## src/rtl/led_seq_ctrl.sv

```systemverilog
// Command-driven LED sequencer: off / on / continuous blink / counted burst,
// timed by a shared tick prescaler that restarts on every accepted command.
module led_seq_ctrl #(
  parameter int TICK_COUNT = 5000000,
  parameter int HALF_W     = 8,
  parameter int REPS_W     = 8
) (
  input  logic              clk,
  input  logic              rst,
  input  logic              cmd_valid,
  output logic              cmd_ready,
  input  logic [1:0]        cmd_mode,
  input  logic [HALF_W-1:0] cmd_half,
  input  logic [REPS_W-1:0] cmd_reps,
  output logic              led,
  output logic              busy,
  output logic              done
);

  localparam int TICK_W = $clog2(TICK_COUNT);
  localparam logic [TICK_W-1:0] TICK_LAST = TICK_W'(TICK_COUNT - 1);

  localparam logic [1:0] MODE_OFF   = 2'd0;
  localparam logic [1:0] MODE_ON    = 2'd1;
  localparam logic [1:0] MODE_BLINK = 2'd2;
  localparam logic [1:0] MODE_BURST = 2'd3;

  typedef enum logic [2:0] {
    S_IDLE      = 3'd0,
    S_HOLD      = 3'd1,
    S_BLINK     = 3'd2,
    S_BURST_ON  = 3'd3,
    S_BURST_OFF = 3'd4
  } state_t;

  state_t             state_r, state_nxt_s;
  logic [TICK_W-1:0]  tick_cnt_r, tick_cnt_nxt_s;
  logic [HALF_W-1:0]  phase_cnt_r, phase_cnt_nxt_s;
  logic [REPS_W-1:0]  rep_cnt_r, rep_cnt_nxt_s;
  logic [HALF_W-1:0]  half_r, half_nxt_s;
  logic [REPS_W-1:0]  reps_r, reps_nxt_s;
  logic               led_r, led_nxt_s;
  logic               busy_r, busy_nxt_s;
  logic               done_r, done_nxt_s;
  logic               ready_r, ready_nxt_s;

  logic               accept_s;
  logic               tick_s;
  logic               phase_end_s;
  logic [HALF_W-1:0]  half_in_s;
  logic [REPS_W-1:0]  rep_inc_s;

  assign accept_s    = cmd_valid & ready_r;
  assign tick_s      = (tick_cnt_r == TICK_LAST);
  // A phase ends on the tick that completes half ticks since the phase began
  assign phase_end_s = tick_s & (phase_cnt_r == (half_r - HALF_W'(1)));
  assign half_in_s   = (cmd_half == '0) ? HALF_W'(1) : cmd_half;
  assign rep_inc_s   = rep_cnt_r + REPS_W'(1);

  assign cmd_ready = ready_r;
  assign led       = led_r;
  assign busy      = busy_r;
  assign done      = done_r;

  // Next-state, counter and registered-output decode
  always_comb begin
    state_nxt_s     = state_r;
    tick_cnt_nxt_s  = tick_s ? '0 : tick_cnt_r + TICK_W'(1);
    phase_cnt_nxt_s = phase_cnt_r;
    rep_cnt_nxt_s   = rep_cnt_r;
    half_nxt_s      = half_r;
    reps_nxt_s      = reps_r;
    led_nxt_s       = led_r;
    done_nxt_s      = 1'b0;
    if (accept_s) begin
      tick_cnt_nxt_s  = '0;
      phase_cnt_nxt_s = '0;
      rep_cnt_nxt_s   = '0;
      half_nxt_s      = half_in_s;
      reps_nxt_s      = cmd_reps;
      case (cmd_mode)
        MODE_OFF: begin
          state_nxt_s = S_IDLE;
          led_nxt_s   = 1'b0;
        end
        MODE_ON: begin
          state_nxt_s = S_HOLD;
          led_nxt_s   = 1'b1;
        end
        MODE_BLINK: begin
          state_nxt_s = S_BLINK;
          led_nxt_s   = 1'b1;
        end
        MODE_BURST: begin
          if (cmd_reps == '0) begin
            state_nxt_s = S_IDLE;
            led_nxt_s   = 1'b0;
            done_nxt_s  = 1'b1;
          end else begin
            state_nxt_s = S_BURST_ON;
            led_nxt_s   = 1'b1;
          end
        end
        default: begin
          state_nxt_s = S_IDLE;
          led_nxt_s   = 1'b0;
        end
      endcase
    end else begin
      case (state_r)
        S_IDLE: led_nxt_s = 1'b0;
        S_HOLD: led_nxt_s = 1'b1;
        S_BLINK: begin
          if (phase_end_s) begin
            phase_cnt_nxt_s = '0;
            led_nxt_s       = ~led_r;
          end else if (tick_s) begin
            phase_cnt_nxt_s = phase_cnt_r + HALF_W'(1);
          end else begin
            phase_cnt_nxt_s = phase_cnt_r;
          end
        end
        S_BURST_ON: begin
          if (phase_end_s) begin
            phase_cnt_nxt_s = '0;
            state_nxt_s     = S_BURST_OFF;
            led_nxt_s       = 1'b0;
          end else if (tick_s) begin
            phase_cnt_nxt_s = phase_cnt_r + HALF_W'(1);
          end else begin
            phase_cnt_nxt_s = phase_cnt_r;
          end
        end
        S_BURST_OFF: begin
          if (phase_end_s) begin
            phase_cnt_nxt_s = '0;
            rep_cnt_nxt_s   = rep_inc_s;
            if (rep_inc_s == reps_r) begin
              state_nxt_s = S_IDLE;
              led_nxt_s   = 1'b0;
              done_nxt_s  = 1'b1;
            end else begin
              state_nxt_s = S_BURST_ON;
              led_nxt_s   = 1'b1;
            end
          end else if (tick_s) begin
            phase_cnt_nxt_s = phase_cnt_r + HALF_W'(1);
          end else begin
            phase_cnt_nxt_s = phase_cnt_r;
          end
        end
        default: begin
          state_nxt_s = S_IDLE;
          led_nxt_s   = 1'b0;
        end
      endcase
    end
    busy_nxt_s  = (state_nxt_s == S_BURST_ON) || (state_nxt_s == S_BURST_OFF);
    ready_nxt_s = ~busy_nxt_s;
  end

  // State, counters, captured command and output registers
  always_ff @(posedge clk) begin
    if (rst) begin
      state_r     <= S_IDLE;
      tick_cnt_r  <= '0;
      phase_cnt_r <= '0;
      rep_cnt_r   <= '0;
      half_r      <= HALF_W'(1);
      reps_r      <= '0;
      led_r       <= 1'b0;
      busy_r      <= 1'b0;
      done_r      <= 1'b0;
      ready_r     <= 1'b1;
    end else begin
      state_r     <= state_nxt_s;
      tick_cnt_r  <= tick_cnt_nxt_s;
      phase_cnt_r <= phase_cnt_nxt_s;
      rep_cnt_r   <= rep_cnt_nxt_s;
      half_r      <= half_nxt_s;
      reps_r      <= reps_nxt_s;
      led_r       <= led_nxt_s;
      busy_r      <= busy_nxt_s;
      done_r      <= done_nxt_s;
      ready_r     <= ready_nxt_s;
    end
  end

endmodule
```

## config.mk

```make
export PLATFORM = sky130hd
export DESIGN_NAME = led_seq_ctrl
export DESIGN_NICKNAME = d
export VERILOG_FILES = /design/src/rtl/led_seq_ctrl.sv
export SDC_FILE = /design/constraint.sdc
export NUM_CORES = 1
export LEC_CHECK = 0
export CAP_MARGIN = 15
export CORE_ASPECT_RATIO = 0.5
export CORE_MARGIN = 3
export CORE_UTILIZATION = 60
export DETAILED_ROUTE_END_ITERATION = 7
export PLACE_DENSITY = 0.84
export SYNTH_ARGS = -nofsm -noshare
export SYNTH_HDL_FRONTEND = slang
export SYNTH_SLANG_ARGS = --single-unit
export TNS_END_PERCENT = 20
```

## constraint.sdc

```tcl
create_clock -name clk -period 3.9 [get_ports clk]
set_input_delay 1.17 -clock clk [delete_from_list [all_inputs] [get_ports clk]]
set_output_delay 1.17 -clock clk [all_outputs]
set_load 0.1 [all_outputs]
```

==> results.cfg <==
[status]
status = complete, no violations

[min_path]
worstHoldPathCells = 2
min_path_type = reg2reg
hold_start = reps_r[2]
whs_endpoint = reps_r[2]

[sta]
rsz0062_at_grt = false
drv_slew = 0
worstMarginPinSlew_ns = 0.971
tns_ns = 0
finalClockSkew_ns = 0.00781
min_period_ns = 3.04
setup_viol = 0
max-slew-margin-rel_pct = 35.1
fmax_ghz = 0.329
min_period_over_period_pct = 78.0
hold_slack_ns = 0.471
finalHoldViolCount = 0

[synthesis]
ys_warn_count = 0
synth_seq_cells = 62
syn_area_per_cell_um2 = 8.22
synthCells = 385
synth-edff-count = 0
synthArstFlopShare_pct = 0
syn_nets = 412
synth_area_um2 = 3170
synth.distinct_cells = 45
synth-main-ff-cell = dfxtp_1
seq_area_frac_synth_pct = 39.2

[setup_path]
setup.worst_path.class = reg2out
ff2ff_path_depth = 9
cp-startpoint = led
ff2ff_setup_slack_ns = 1.05
r2r-start = rep_cnt_r[0]
path_buf_inv = 1
worstPathMaxFanout = 3
path_delay_family = buffers and inverters
cp-start-kind = flip-flop
worstPathArrival_ns = 1.87
slowest_stage = clkdlybuf4s50_1
path_cells = clkdlybuf4s50_1
crit_required_ns = 2.73
r2r-end = busy
cpPeakStageDelay_ns = 1.15
end_kind = output pin

[die]
fp.dieH_um = 57.4
start_util_pct = 67.0
rows = 17
die-area_um2 = 6240
core-area_um2 = 4720
die_x_um = 109
pin_count = 25

[place]
gp_congestion = 0.871
hpwl_mm = 4.84
numPortBuffers = 24

[job]
cap_violations = 0

[global_routing]
antenna_found_initial = 0
grt_usage_pct = 23.4
grt_max_degree = 26
grt_pass1_vias = 2608
overflow = 0
grt_pass1_wl_mm = 11.6

[drt]
ant_nets = 0
drtIter0Drc = 143
wirelength_mm = 6.70
top_layer_used = met4
drc_errors = 0
routed-wl-met2_mm = 3.24
drt-vias-per-instance = 5.72
drt-met1-wl_mm = 2.96
firstDrtPassIters = 4
routedWlPerCell_um = 14.0
vias = 2742
met3_wirelength_um = 390

[finish]
diodes = 0
syn2layout_area_growth_pct = 14.2
fillers = 353
fin_nets = 435
layout-drive-gt1-share_pct = 6.78

[clock_tree]
clock_latency_ns = 0.35
ctsLongestPathBuffers = 2
h-tree-depth = 3
cts_hold_buffers = 0
cts_resized = 0
cts_root_buffer = clkbuf_8
postCtsSetupBuffers = 0
cts_tree = done
cts_buffers = 9
clk_pin_slew_ns = 0.07
numClockSinks = 62

[pwr]
powerDensity_nw_per_um2 = 358
vdd_drop_max_v = 0.000268
power_leakage_nw = 1.34
[per-layer routing]
| layer | global-route usage [%] | vias up |
|---|---|---|
| met3 | 8.25 | 13 |
| met4 | 6.12 | 0 |
| met5 | 0 | - |
| met2 | 38.9 | 68 |
| met1 | 29.1 | 1300 |
| li1 | - | 1361 |
[logic make-up after synthesis]
family	share of synthesized area, %
AO/OA/AOI/OAI	9.37
XOR/XNOR	14.7
adder cells (fa/ha/maj)	2.37
buffers and inverters	2.89
flip-flops	39.2
multiplexers	0.949
AND/OR/NAND/NOR	30.6
[cell usage in the layout (no fill, tap or decap), types with 5 or more instances in the layout]
master / instances
and3_1: 8
clkdlybuf4s50_1: 24
nand2_1: 58
o21ai_1: 5
or3_1: 7
nand4_1: 8
a21oi_1: 31
nor2_1: 47
clkbuf_8: 10
dfxtp_1: 62
inv_1: 7
xnor2_1: 22
ha_1: 6
nand3_1: 22
xor2_1: 31
nor4_1: 5
nor3_1: 7
[metrics by stage]
| stage | std cells | setup slack [ns] | util, % | total power [mW] | area [um2] |
|---|---|---|---|---|---|
| 3_5_place_dp | 463 | 0.683 | 73.0 | 0.812 | 3450 |
| 5_1_grt | 479 | 0.815 | 76.5 | 1.35 | 3610 |
| 6_report | 479 | 0.859 | 76.5 | 1.30 | 3610 |
| 4_1_cts | 479 | 0.864 | 76.5 | 1.30 | 3610 |
| 3_3_place_gp | 463 | 0.775 | 73.0 | 0.805 | 3450 |
| 2_1_floorplan | 385 | 1.43 | - | 0.765 | 3170 |
[how the worst max path moves through the flow]
stage / endpoint / slack, ns / depth (start not counted)
global placement: busy / 0.78 / 7
CTS: led / 0.86 / 1
detailed placement: busy / 0.68 / 7
floorplan: busy / 1.43 / 6
finish: led / 0.86 / 1
global route: busy / 0.82 / 7
[area by class of cell]
class,instances,area (um2),area share (%)
clock inverters,4,22.5,0.623
well taps,66,82.6,2.29
flip-flops and latches,62,1240,34.3
multi-input cells,301,1830,50.7
clock buffers,12,145,4.02
repair buffers,27,263,7.27
inverters,7,26.3,0.727
[flip-flops by register name, indices dropped and copies added, names as in the netlist]
register / flops
half_r: 8
busy: 1
led: 1
done: 1
rep_cnt_r: 8
tick_cnt_r: 23
phase_cnt_r: 8
reps_r: 8
state_r: 3
cmd_ready: 1
[report_power, final]
group | switching (mW) | internal, mW | total (mW)
logic | 0.0763 | 0.0591 | 0.135
registers | 0.0173 | 0.647 | 0.664
clock network | 0.251 | 0.245 | 0.496
[worst reg2reg max path, delay by kind of cell, from the launching register on]
kind	cells	cell delay, ns
compound gates	1	0.19
xor+xnor	1	0.14
fa+ha+maj	1	0.26
flops	1	0.45
simple gates	6	1.69
[synth_stat cells, drive strengths merged, types with 2 or more instances]
| master | instances | area, um2 |
|---|---|---|
| dfxtp | 62 | 1240 |
| nand2 | 58 | 218 |
| nor2 | 47 | 176 |
| a21oi | 32 | 171 |
| xor2 | 31 | 272 |
| nand3 | 23 | 120 |
| xnor2 | 22 | 193 |
| clkbuf | 13 | 48.8 |
| nand4 | 9 | 62.6 |
| and3 | 8 | 50.1 |
| nor3 | 8 | 45.0 |
| nor4 | 8 | 86.3 |
| inv | 7 | 26.3 |
| or3 | 7 | 43.8 |
| ha | 6 | 75.1 |
| o21ai | 6 | 30.0 |
| nor2b | 4 | 25.0 |
| a31oi | 3 | 18.8 |
| and2 | 3 | 18.8 |
| and4 | 3 | 26.3 |
| mux2i | 3 | 30.0 |
| o21bai | 3 | 22.5 |
| a211oi | 2 | 15.0 |
| buf | 2 | 16.3 |
| nand2b | 2 | 12.5 |
| nor3b | 2 | 20.0 |
| nor4b | 2 | 30.0 |
| or2 | 2 | 12.5 |
Power figures use the tool's default switching activity.
